## config.mk

```make
export PLATFORM = sky130hd
export DESIGN_NAME = reg_scoreboard_flat
export DESIGN_NICKNAME = d
export VERILOG_FILES = /design/src/rtl/reg_scoreboard_if.sv /design/src/rtl/reg_scoreboard.sv /design/src/flat_wrapper.sv
export SDC_FILE = /design/constraint.sdc
export NUM_CORES = 1
export LEC_CHECK = 0
export ABC_AREA = 1
export CAP_MARGIN = 10
export CORE_AREA = 2 2 140 177
export DETAILED_ROUTE_END_ITERATION = 8
export DIE_AREA = 0 0 142 179
export PLACE_DENSITY = 0.75
export SYNTH_ARGS = -nofsm -noshare
export SYNTH_HDL_FRONTEND = slang
export SYNTH_SLANG_ARGS = --single-unit
```

## constraint.sdc

```tcl
create_clock -name Clock -period 3.4 [get_ports Clock]
set_input_delay 0.68 -clock Clock [delete_from_list [all_inputs] [get_ports Clock]]
set_output_delay 0.68 -clock Clock [all_outputs]
set_load 0.02 [all_outputs]
```

## src/rtl/reg_scoreboard_if.sv

```systemverilog
// Issue/writeback/forwarding bundle between decode and the register scoreboard.
// The master side is the decode stage; the slave side is the scoreboard itself.
interface reg_scoreboard_if #(
  parameter int DATA_W = 32
);
  logic              issue_valid;
  logic              issue_ready;
  logic [4:0]        issue_rs1;
  logic [4:0]        issue_rs2;
  logic              issue_use1;
  logic              issue_use2;
  logic [4:0]        issue_rd;
  logic              issue_wreg;
  logic              wb_valid;
  logic [4:0]        wb_rd;
  logic [DATA_W-1:0] wb_data;
  logic              flush;
  logic              fwd1_en;
  logic              fwd2_en;
  logic [DATA_W-1:0] fwd1_data;
  logic [DATA_W-1:0] fwd2_data;
  logic              sb_err;

  modport master (
    output issue_valid, issue_rs1, issue_rs2, issue_use1, issue_use2,
           issue_rd, issue_wreg, wb_valid, wb_rd, wb_data, flush,
    input  issue_ready, fwd1_en, fwd2_en, fwd1_data, fwd2_data, sb_err
  );

  modport slave (
    input  issue_valid, issue_rs1, issue_rs2, issue_use1, issue_use2,
           issue_rd, issue_wreg, wb_valid, wb_rd, wb_data, flush,
    output issue_ready, fwd1_en, fwd2_en, fwd1_data, fwd2_data, sb_err
  );
endinterface

```

## src/rtl/reg_scoreboard.sv

```systemverilog
// Register scoreboard: 2-bit pending-write counters for x1..x31, RAW/WAW-limit stall,
// and a one-cycle writeback forward to cover the registered register-file read.
module reg_scoreboard (
  input  logic             Clock,
  input  logic             nReset,
  reg_scoreboard_if.slave  bus
);
  localparam int DATA_W = 32;

  logic [1:0]        cnt_q [1:31];
  logic [1:0]        cnt_d [1:31];
  logic              fwd1_en_q, fwd1_en_d;
  logic              fwd2_en_q, fwd2_en_d;
  logic [DATA_W-1:0] fwd1_data_q, fwd1_data_d;
  logic [DATA_W-1:0] fwd2_data_q, fwd2_data_d;
  logic              sb_err_q, sb_err_d;

  logic [1:0] cnt_rs1, cnt_rs2, cnt_rd, cnt_wb;
  logic       fwd1_ok, fwd2_ok, haz1, haz2, rd_full;
  logic       issue_ready, accept, inc, dec;

  // x0 has no counter, so every lookup defaults to zero.
  always_comb begin
    cnt_rs1 = 2'd0;
    cnt_rs2 = 2'd0;
    cnt_rd  = 2'd0;
    cnt_wb  = 2'd0;
    for (int i = 1; i < 32; i++) begin
      if (bus.issue_rs1 == 5'(i)) cnt_rs1 = cnt_q[i];
      if (bus.issue_rs2 == 5'(i)) cnt_rs2 = cnt_q[i];
      if (bus.issue_rd  == 5'(i)) cnt_rd  = cnt_q[i];
      if (bus.wb_rd     == 5'(i)) cnt_wb  = cnt_q[i];
    end
  end

  // The last outstanding write landing this cycle is forwarded instead of stalling.
  assign fwd1_ok = bus.wb_valid && (bus.wb_rd == bus.issue_rs1) && (cnt_rs1 == 2'd1);
  assign fwd2_ok = bus.wb_valid && (bus.wb_rd == bus.issue_rs2) && (cnt_rs2 == 2'd1);
  assign haz1    = bus.issue_use1 && (bus.issue_rs1 != 5'd0) && (cnt_rs1 != 2'd0) && !fwd1_ok;
  assign haz2    = bus.issue_use2 && (bus.issue_rs2 != 5'd0) && (cnt_rs2 != 2'd0) && !fwd2_ok;
  assign rd_full = bus.issue_wreg && (bus.issue_rd != 5'd0) && (cnt_rd == 2'd3);

  assign issue_ready = !bus.flush && !haz1 && !haz2 && !rd_full;
  assign accept      = bus.issue_valid && issue_ready;
  assign inc         = accept && bus.issue_wreg && (bus.issue_rd != 5'd0);
  assign dec         = !bus.flush && bus.wb_valid && (bus.wb_rd != 5'd0);

  always_comb begin
    sb_err_d    = sb_err_q | (dec && (cnt_wb == 2'd0));
    fwd1_en_d   = accept && bus.issue_use1 && fwd1_ok;
    fwd2_en_d   = accept && bus.issue_use2 && fwd2_ok;
    fwd1_data_d = fwd1_en_d ? bus.wb_data : fwd1_data_q;
    fwd2_data_d = fwd2_en_d ? bus.wb_data : fwd2_data_q;
    for (int i = 1; i < 32; i++) begin
      cnt_d[i] = cnt_q[i];
      if (bus.flush) begin
        cnt_d[i] = 2'd0;
      end else if (inc && (bus.issue_rd == 5'(i)) && !(dec && (bus.wb_rd == 5'(i)))) begin
        cnt_d[i] = cnt_q[i] + 2'd1;
      end else if (dec && (bus.wb_rd == 5'(i)) && !(inc && (bus.issue_rd == 5'(i)))
                   && (cnt_q[i] != 2'd0)) begin
        cnt_d[i] = cnt_q[i] - 2'd1;
      end
    end
  end

  always_ff @(posedge Clock or negedge nReset) begin
    if (!nReset) begin
      for (int i = 1; i < 32; i++) cnt_q[i] <= 2'd0;
      fwd1_en_q   <= 1'b0;
      fwd2_en_q   <= 1'b0;
      fwd1_data_q <= '0;
      fwd2_data_q <= '0;
      sb_err_q    <= 1'b0;
    end else begin
      for (int i = 1; i < 32; i++) cnt_q[i] <= cnt_d[i];
      fwd1_en_q   <= fwd1_en_d;
      fwd2_en_q   <= fwd2_en_d;
      fwd1_data_q <= fwd1_data_d;
      fwd2_data_q <= fwd2_data_d;
      sb_err_q    <= sb_err_d;
    end
  end

  assign bus.issue_ready = issue_ready;
  assign bus.fwd1_en     = fwd1_en_q;
  assign bus.fwd2_en     = fwd2_en_q;
  assign bus.fwd1_data   = fwd1_data_q;
  assign bus.fwd2_data   = fwd2_data_q;
  assign bus.sb_err      = sb_err_q;
endmodule

```

## src/flat_wrapper.sv

```systemverilog
// flat-port wrapper written by rule: the top's interface ports become plain ports
module reg_scoreboard_flat 
  (Clock, nReset, bus_issue_valid, bus_issue_rs1, bus_issue_rs2, bus_issue_use1, bus_issue_use2, bus_issue_rd, bus_issue_wreg, bus_wb_valid, bus_wb_rd, bus_wb_data, bus_flush, bus_issue_ready, bus_fwd1_en, bus_fwd2_en, bus_fwd1_data, bus_fwd2_data, bus_sb_err);
  reg_scoreboard_if #(.DATA_W(32)) bus_i ();
  input  logic Clock;
  input  logic nReset;
  input wire logic [$bits(bus_i.issue_valid)-1:0] bus_issue_valid;
  input wire logic [$bits(bus_i.issue_rs1)-1:0] bus_issue_rs1;
  input wire logic [$bits(bus_i.issue_rs2)-1:0] bus_issue_rs2;
  input wire logic [$bits(bus_i.issue_use1)-1:0] bus_issue_use1;
  input wire logic [$bits(bus_i.issue_use2)-1:0] bus_issue_use2;
  input wire logic [$bits(bus_i.issue_rd)-1:0] bus_issue_rd;
  input wire logic [$bits(bus_i.issue_wreg)-1:0] bus_issue_wreg;
  input wire logic [$bits(bus_i.wb_valid)-1:0] bus_wb_valid;
  input wire logic [$bits(bus_i.wb_rd)-1:0] bus_wb_rd;
  input wire logic [$bits(bus_i.wb_data)-1:0] bus_wb_data;
  input wire logic [$bits(bus_i.flush)-1:0] bus_flush;
  output wire logic [$bits(bus_i.issue_ready)-1:0] bus_issue_ready;
  output wire logic [$bits(bus_i.fwd1_en)-1:0] bus_fwd1_en;
  output wire logic [$bits(bus_i.fwd2_en)-1:0] bus_fwd2_en;
  output wire logic [$bits(bus_i.fwd1_data)-1:0] bus_fwd1_data;
  output wire logic [$bits(bus_i.fwd2_data)-1:0] bus_fwd2_data;
  output wire logic [$bits(bus_i.sb_err)-1:0] bus_sb_err;
  assign bus_i.issue_valid = bus_issue_valid;
  assign bus_i.issue_rs1 = bus_issue_rs1;
  assign bus_i.issue_rs2 = bus_issue_rs2;
  assign bus_i.issue_use1 = bus_issue_use1;
  assign bus_i.issue_use2 = bus_issue_use2;
  assign bus_i.issue_rd = bus_issue_rd;
  assign bus_i.issue_wreg = bus_issue_wreg;
  assign bus_i.wb_valid = bus_wb_valid;
  assign bus_i.wb_rd = bus_wb_rd;
  assign bus_i.wb_data = bus_wb_data;
  assign bus_i.flush = bus_flush;
  assign bus_issue_ready = bus_i.issue_ready;
  assign bus_fwd1_en = bus_i.fwd1_en;
  assign bus_fwd2_en = bus_i.fwd2_en;
  assign bus_fwd1_data = bus_i.fwd1_data;
  assign bus_fwd2_data = bus_i.fwd2_data;
  assign bus_sb_err = bus_i.sb_err;
  reg_scoreboard u_core (.Clock(Clock), .nReset(nReset), .bus(bus_i));
endmodule
```

==> reports/results.txt <==
Lkg Pwr: 8.56 nW
Worst-skew pair later-pin latency: 0.44 ns
CTS root buf: clkbuf_16
Register area: 3230 sq um
Pin count of the biggest net entering global routing: 88
Outcome: finished, violations left
WL per Instance: 20.5 um
Syn Nets: 1742
Crit. End Element: output pin
Tcrit/Tclk final: 115%
Diode count: 0
I/O pin count: 128
Vias: 13696
Power Dens Cells: 317 nW/um^2
Crit path kind: in2out
Sequential area share after synthesis: 31.3%
Final min period: 3.92 ns
Fill count: 1960
Cell taking the most area after synthesis: dfrtp_1
Port bufs: 127
GPL Wtd Cong: 1.14
Nets: 2192
Slowest-stage cell, CP: nor2_2
DRT iter0 DRCs: 1119
Number of synthesized flops with an enable pin: 0
Row count: 64
Vias in the first global route: 13502
Drt total wl: 50000 um
Top post-synthesis cells by area: dfrtp_1 31%, nand2_1 18%, inv_1 8.5%, nor2_1 8.1%, nand4_1 6.5%
Die X: 142 um
Reg2reg start: u_core.cnt_q[54]$_DFFE_PN0P_
First-pass GRT wire length: 73600 um
GRT Util Overall: 38.4%
Async SR Flop Fraction: 100%
DR pass1 iterations: 6
Final core occ: 69.0%
CTS tree: yes
Grt ovf: 0
Critical path depth in cells: 24
R2R setup slack: -0.50 ns
Synth Instances: 1682
Worst-Margin Slew: 0.648 ns
Clock Sinks: 129
Worst vdd ir: 366 uV
# setup viols final: 129
Final hold vios: 0
Residual DRC: 0
Cell repeated most along the worst path: buf_4
Syn_area_per_cell: 6.13 sq um
Worst-path clk slew: 0.05 ns
Predominant post-synthesis flop cell: dfrtp_1
Die height: 179 um
CP max FO: 4
Top-count cell post-synth: nand2_1
Final setup margin: -0.520 ns
RSZ-0062 raised after global routing: true
Violated checks: negative setup slack
H-tree levels: 4
Initial core utilization: 43.1%
Post-DP HPWL: 35600 um
Initial antenna violation count: 0
Via density: 5.61
R2R Path End: u_core.bus.fwd2_data[14]$_DFFE_PN0P_
Worst Skew: 0.0116 ns
Max Root-Sink Buffers: 2
Routed Antenna Nets: 0
Fin. max-slew vios: 0
Delay-heaviest family, CP: simple AND/OR/NAND/NOR gates
Share of cells above drive strength 1: 31.3%
Design Area, Final: 16500 sq um
Critical path arrival: 3.24 ns
Flops & latches, synth: 129
Critical Path RT: 2.72 ns
Slew HR: 56.8%
Max incr delay on CP: 0.24 ns
Yosys top cell area share: 31.3%
Hold-fix buffers, CTS: 0
Area of the multi-input gates: 6760 sq um
Hold Slack: 0.167 ns
Top post-synthesis cells by count: 495 x nand2_1, 235 x inv_1, 224 x nor2_1
Placed inst area: 14100 sq um
Fmax: 255 MHz
Critical Path Start Type: primary input
Count of different cell masters after synthesis: 39
CORE AREA: 23900 sq um
Syn-to-layout area delta: 60.2%
Worst-case reg-to-reg path depth: 33
Syn. warnings: 0
Hold Crit Class: in2async
CP Cell Sequence: buf_4 -> inv_2 -> nor2_2 -> nand2_2 -> buf_4 -> buf_4 -> buf_4 -> buf_4 -> buf_4 -> buf_4 -> nor2_1 -> nand2_1 -> nand2_1 -> nand4_1 -> nand2_1 -> nand3_1 -> nand2_1 -> nand3_1 -> nand3_1 -> nand2_1 -> nand2_2 -> nand3_2 -> nor2_4 -> buf_6
Worst Path Buf+Inv: 9
Total CTS buffers: 17
Worst setup startpoint: bus_issue_rs2[0]
Die ar.: 25400 sq um
Area of the mapped netlist: 10300 sq um
Max-Cap Viols: 0
==> cell type report <==
type	count	area share, %
clock inverters	12	0.946
well taps	297	2.25
multi-input cells	1234	40.9
clock buffers	19	2.68
repair buffers	497	27.9
inverters	253	5.80
flip-flops and latches	129	19.5
==> state kept, by name, summed over array words and instances (netlist names) <==
| name | flops |
|---|---|
| u_core.bus.sb_err | 1 |
| u_core.bus.fwd1_data | 32 |
| u_core.bus.fwd2_en | 1 |
| u_core.bus.fwd2_data | 32 |
| u_core.bus.fwd1_en | 1 |
| u_core.cnt_q | 62 |
==> cell usage in the layout, fill, tap and decap left out, types with 17 or more instances in the layout <==
master and count:
clkdlybuf4s50_1 105, o21ai_2 33, buf_6 31, nand2_2 35, nor2_2 22, nand4_1 107
inv_2 29, o21ai_0 44, nand3_4 17, inv_1 219, dfrtp_1 127, a21oi_1 25
nor2_1 200, nand3_2 36, clkbuf_16 19, nand2_1 448, nand3_1 95, buf_4 316
o21ai_1 39
==> worst max path at each step <==
stage / end / slack, ns
6_report: bus_issue_ready / -0.52
5_1_grt: bus_issue_ready / -0.82
4_1_cts: bus_issue_ready / -0.57
3_5_place_dp: bus_issue_ready / -1.53
3_3_place_gp: bus_issue_ready / -1.57
2_1_floorplan: u_core.cnt_q[6]$_DFFE_PN0P_ / -0.02
==> power breakdown <==
group          total (W)  leakage [nW]  switching (W)  internal, W
registers        0.00180          1.74       0.000165      0.00163
clock network    0.00194         0.294       0.000764      0.00117
logic            0.00151          6.53       0.000861     0.000651
total            0.00525          8.56        0.00179      0.00346
==> worst register-to-register path, delay by kind of cell, from the launching register on <==
family / cells / cell delay (ns)
AND/OR/NAND/NOR: 23 / 2.07
AO/OA/AOI/OAI: 2 / 0.17
flip-flops: 1 / 0.43
buffers and inverters: 8 / 1.12
==> per-layer routing <==
| layer | track usage, % | routed length [um] |
|---|---|---|
| met5 | 0 | 0 |
| met4 | 34.1 | 5200 |
| met3 | 7.83 | 3850 |
| met2 | 65.3 | 23500 |
| met1 | 40.3 | 17400 |
==> through the flow <==
stage          setup WS [ns]  setup TNS (ns)  std cells  total power, W
3_3_place_gp           -1.57         -154.69       2350         0.00304
6_report              -0.520          -39.92       2441         0.00525
3_5_place_dp           -1.53         -153.89       2350         0.00306
4_1_cts               -0.570          -43.94       2429         0.00513
5_1_grt               -0.818          -79.83       2441         0.00543
2_1_floorplan        -0.0161         -0.0322       1682         0.00235
==> cell families (layout without fill, tap and decap cells) <==
group	Yosys count	count (layout)	synth area share [%]
buffers and inverters	319	781	12.2
XOR/XNOR	3	3	0.255
flip-flops	129	129	31.3
AO/OA/AOI/OAI	183	183	9.70
AND/OR/NAND/NOR	1048	1048	46.5
==> timing repair <==
action	in CTS	in global routing
endpoints found under the setup margin	130	130
buffers inserted	35	13
resized for setup	272	141
gates cloned	13	2
pin swaps	76	91
No activity file was read; power rests on OpenSTA's default activity.
